$ cat config.mk
export PLATFORM = sky130hd
export DESIGN_NAME = dm_access_unit
export DESIGN_NICKNAME = d
export VERILOG_FILES = /design/src/rtl/dm_access_unit.sv
export SDC_FILE = /design/constraint.sdc
export NUM_CORES = 1
export LEC_CHECK = 0
export BUFFER_PORTS_ARGS = -buffer_cell sky130_fd_sc_hd__buf_2
export CELL_PAD_IN_SITES_DETAIL_PLACEMENT = 0
export CELL_PAD_IN_SITES_GLOBAL_PLACEMENT = 1
export CORE_UTILIZATION = 37
export CTS_BUF_LIST = sky130_fd_sc_hd__clkbuf_16
export CTS_CLUSTER_SIZE = 40
export DETAILED_ROUTE_END_ITERATION = 10
export GPL_ROUTABILITY_DRIVEN = 1
export HOLD_SLACK_MARGIN = 0.05
export PLACE_DENSITY_LB_ADDON = 0.08
export SLEW_MARGIN = 20
export SYNTH_ARGS = -nofsm -noshare
export SYNTH_HDL_FRONTEND = slang
export SYNTH_SLANG_ARGS = --single-unit
export TNS_END_PERCENT = 100
$ cat constraint.sdc
create_clock -name clk -period 3.09 [get_ports clk]
set_input_delay 0 -clock clk [delete_from_list [all_inputs] [get_ports clk]]
set_output_delay 0 -clock clk [all_outputs]
set_load 0.05 [all_outputs]
$ cat src/rtl/dm_access_unit.sv
// dm_access_unit: MEM-stage load/store to word bus with byte lanes, load extension and bus timeout.
// Define MISALIGN_TRAP_EN to fault misaligned half/word accesses without issuing a bus cycle.
module dm_access_unit #(
   parameter int BUS_TIMEOUT = 16,
   parameter int CNT_W = 5
) (
   input  logic        clk,
   input  logic        rst,
   input  logic        acc_valid,
   input  logic        acc_we,
   input  logic [2:0]  acc_type,
   input  logic [31:0] acc_addr,
   input  logic [31:0] acc_wdata,
   output logic        acc_stall,
   output logic        acc_done,
   output logic [31:0] acc_rdata,
   output logic        acc_fault,
   output logic        bus_req,
   output logic        bus_we,
   output logic [31:0] bus_addr,
   output logic [3:0]  bus_be,
   output logic [31:0] bus_wdata,
   input  logic [31:0] bus_rdata,
   input  logic        bus_ack
);
   localparam logic [1:0] IDLE = 2'd0, BUSY = 2'd1, RESP = 2'd2;
   logic [1:0] state;
   logic [CNT_W-1:0] cnt;
   logic [2:0] type_q;
   logic [1:0] off_q, off;
   logic is_half, is_byte, misalign, q_half, q_byte, q_sgn, last;
   logic [3:0] be_nxt;
   logic [31:0] wd_nxt, ext;
   logic [7:0] rb;
   logic [15:0] rh;
   always_comb begin
      off = acc_addr[1:0];
      is_half = acc_type == 3'd1 || acc_type == 3'd2;
      is_byte = acc_type == 3'd3 || acc_type == 3'd4;
      be_nxt = is_byte ? 4'b0001 << off : is_half ? (off[1] ? 4'b1100 : 4'b0011) : 4'b1111;
      wd_nxt = is_byte ? {4{acc_wdata[7:0]}} : is_half ? {2{acc_wdata[15:0]}} : acc_wdata;
      q_half = type_q == 3'd1 || type_q == 3'd2;
      q_byte = type_q == 3'd3 || type_q == 3'd4;
      q_sgn = type_q == 3'd1 || type_q == 3'd3;
      rb = bus_rdata[{off_q, 3'b000} +: 8];
      rh = bus_rdata[{off_q[1], 4'b0000} +: 16];
      ext = q_byte ? {{24{q_sgn & rb[7]}}, rb} : q_half ? {{16{q_sgn & rh[15]}}, rh} : bus_rdata;
      last = cnt == CNT_W'(BUS_TIMEOUT - 2);
      acc_done = state == RESP;
      acc_stall = (state == IDLE && acc_valid) || state == BUSY;
   end
`ifdef MISALIGN_TRAP_EN
   assign misalign = is_half ? off[0] : !is_byte && off != 2'b00;
`else
   assign misalign = 1'b0;
`endif
   always_ff @(posedge clk) begin
      if (rst) begin
         state <= IDLE;
         cnt <= '0;
         bus_req <= 1'b0;
         bus_we <= 1'b0;
         bus_addr <= '0;
         bus_be <= '0;
         bus_wdata <= '0;
         acc_rdata <= '0;
         acc_fault <= 1'b0;
         type_q <= '0;
         off_q <= '0;
      end else begin
         case (state)
            IDLE: if (acc_valid) begin
               type_q <= acc_type;
               off_q <= off;
               bus_we <= acc_we;
               bus_addr <= {acc_addr[31:2], 2'b00};
               bus_be <= be_nxt;
               bus_wdata <= wd_nxt;
               acc_rdata <= '0;
               acc_fault <= misalign;
               bus_req <= !misalign;
               state <= misalign ? RESP : BUSY;
            end
            BUSY: if (bus_ack) begin
               acc_rdata <= ext;
               bus_req <= 1'b0;
               cnt <= '0;
               state <= RESP;
            end else if (last) begin
               acc_rdata <= '0;
               acc_fault <= 1'b1;
               bus_req <= 1'b0;
               cnt <= '0;
               state <= RESP;
            end else begin
               cnt <= cnt + 1'b1;
            end
            default: state <= IDLE;
         endcase
      end
   end
endmodule
==> impl_metrics.toml <==
[setup_path]
critPathRequiredTime_ns = 3.39
start_kind = "register"
crit_fanout = 24
critPathMaxStageDelay_ns = 0.73
setup.worst_path.end_class = "register"
slowest_stage = "dfxtp_1"
cp_cell_sequence = "or3b_1 > o211ai_4 > a31oi_1 > dlygate4sd3_1 > a21o_1"
setup.worst_path.class = "reg -> reg"
crit_family = "flip-flops"
path_buf_inv = 1
worstPathArrival_ns = 3.12

[yosys]
synthArstFlopShare_pct = 0
synthesis.area_mm2 = 0.005069
synthXorXnorAreaFrac_pct = 1.037
avgSynthCellArea_um2 = 8.679
synth_top_family_by_area = "compound AO/OA/AOI/OAI gates"
yosys.area_share.simple_pct = 16.27
synth_ff_type = "dfxtp_1"
synthMuxAreaShare_pct = 6.937
synth_edf_count = 0
synth_seq_area_share_pct = 44.63
syn_inst = 584
yosys_warnings = 0
synthAdderAreaFrac_pct = 0.4937
ys_ff_latch = 113
synth-compound-area-share_pct = 24.81
synthDistinctLibCells = 52

[floorplanning]
core_mm2 = 0.01330
ios = 209
die_w_um = 119.0
dieArea_mm2 = 0.01417
die_h_um = 119.0
start_util_pct = 38.12
rows = 42

[clock_tree]
htreeDepth = 4
clk_latency_ns = 0.41
path_clk_slew_ns = 0.05
cts_root_buf = "clkbuf_16"
cts_resized = 0
cts.sinks = 113
cts_buffers = 17
clk_path_buf_depth = 2
cts_tree = "done"

[drt]
wire_per_inst_um = 15.83
via_count = 5456
ant_nets = 0
drt-total-wl_mm = 16.60
drt_iter0_drc = 470
drt_first_pass_iters = 5
drcViolationCount = 0
viasPerCell = 5.201

[grt]
antenna_found_initial = 0
grt_pass1_vias = 5285
met3_usage_pct = 6.609
met1_usage_pct = 28.88
grt_max_degree = 84
grt_util_all_layers_pct = 23.57
grt_use_met2_pct = 38.84
gr-max-usage-layer = "met2"
grt_first_pass_wirelength_mm = 26.19
grt-ovfl-total = 0

[sta]
fin_setup_tns_ns = 0
min_period_ns = 2.813
finalMaxSlewViolations = 0
fin_skew_ns = 0.009878
slew_headroom_pct = 25.10
fin_crit_sh_pct = 91.03
rsz0062_at_grt = "false"
final-setup-viol-count = 0
hold_viol = 0
fmaxAchievable_mhz = 355.5
worstMarginPinSlew_ns = 1.123

[final_layout]
antenna_cells = 0
area_growth_pct = 51.25
final_common_cell = "buf_2"
final_cell_mix = "buf_2 (206), dfxtp_1 (113), nand2_1 (95), dlygate4sd3_1 (95), a21oi_1 (54)"
drive_above_1_share_pct = 29.67
nets = 968

[placement]
portBuffers = 206
hpwlAfterDp_mm = 10.85
gp_congestion = 0.8251

[job]
max-cap-violations = 0

[hold_path]
hp-class = "in -> reg"

[power_and_ir_drop]
power_per_cell_area_mw_per_mm2 = 586.0
ir_drop_mv = 0.3851
finalPower_mw = 4.492
leakagePower_nw = 3.630

[status]
status = "complete, no violations"
Yosys cell counts (all sizes together) (2+ instances only):
library cell	count	area share, %
dfxtp	113	45
nand2	96	7.1
a21oi	56	5.6
o21ai	40	4.0
nor2	32	2.4
clkbuf	29	2.1
a31oi	25	3.1
buf	25	3.4
a21o	23	3.4
nand3	17	1.7
a211oi	16	2.4
mux2i	16	3.2
nand3b	9	1.3
o31ai	9	1.3
mux4	8	3.6
o22ai	8	0.99
o2bb2ai	8	1.4
and3	7	0.86
nand2b	5	0.62
nor2b	4	0.49
nor3	4	0.49
o221ai	4	0.69
inv	3	0.22
xnor2	3	0.52
xor2	3	0.52
and2	2	0.30
ha	2	0.49
o211ai	2	0.57
stage by stage:
| step | utilization [%] | instances | setup slack, ns | cell area, µm² | hold WS (ns) |
|---|---|---|---|---|---|
| after CTS | 57.66 | 1049 | 0.3355 | 7666 | 0.05015 |
| after floorplan | - | 585 | 1.259 | 5072 | 0.1360 |
| after global routing | 57.66 | 1049 | 0.1084 | 7666 | 0.07284 |
| final | 57.66 | 1049 | 0.2773 | 7666 | 0.06172 |
| after global placement | 46.33 | 924 | 0.9028 | 6160 | 0.2395 |
| after detailed placement | 46.33 | 924 | 0.8463 | 6160 | 0.2480 |
worst min-delay path, cell delays in order:
cell     delay (ns)
buf_2          0.13
o21ai_0        0.07
a31oi_1        0.08
a21o_1         0.15
routing by layer:
metal / share of wire (%) / wire length, µm
met2: 49 / 8191
met4: 1.5 / 257
met3: 6.2 / 1023
met1: 43 / 7129
met5: 0 / 0
sequential cells by signal (all words and copies together), names as in the netlist:
register,cells
acc_fault,1
acc_rdata,32
bus_addr,30
bus_be,4
bus_req,1
bus_wdata,32
bus_we,1
cnt,5
off_q,2
state,2
type_q,3
final cells by class:
cell class,instances,area (µm²)
sequential,113,2262
clock inverter,13,130.1
fill,1209,5629
clock buffer,17,425.4
tap,176,220.2
timing repair buffer,312,2077
multi-input combinational,415,2540
inverter,3,11.26
timing repair:
| item | in CTS | in global routing |
|---|---|---|
| buffers inserted | 0 | 0 |
| endpoints found under the hold margin | 92 | 0 |
| hold buffers | 95 | 0 |
path summary, 6_finish.rpt:
check | start | to | slack [ns] | cells past startpoint
min | bus_rdata[29] | acc_rdata[29]$_SDFFE_PP0P_ | 0.06 | 4
max reg2reg | type_q[2]$_SDFFE_PP0P_ | acc_rdata[9]$_SDFFE_PP0P_ | 0.28 | 5
max | type_q[2]$_SDFFE_PP0P_ | acc_rdata[9]$_SDFFE_PP0P_ | 0.28 | 5
min reg2reg | acc_rdata[13]$_SDFFE_PP0P_ | acc_rdata[13]$_SDFFE_PP0P_ | 0.45 | 1
power by group:
part	total, mW	switching, mW	internal (mW)
logic	1.01	0.663	0.344
registers	1.61	0.0569	1.55
clock network	1.87	0.647	1.23
logic make-up after synthesis:
| logic type | Yosys count |
|---|---|
| DFF | 113 |
| and+or+nand+nor | 181 |
| adders and majority gates | 2 |
| muxes | 25 |
| buffers and inverters | 57 |
| other | 1 |
| AOI/OAI and AO/OA | 199 |
| xor gates and xnor gates | 6 |
Power figures use the tool's default switching activity.
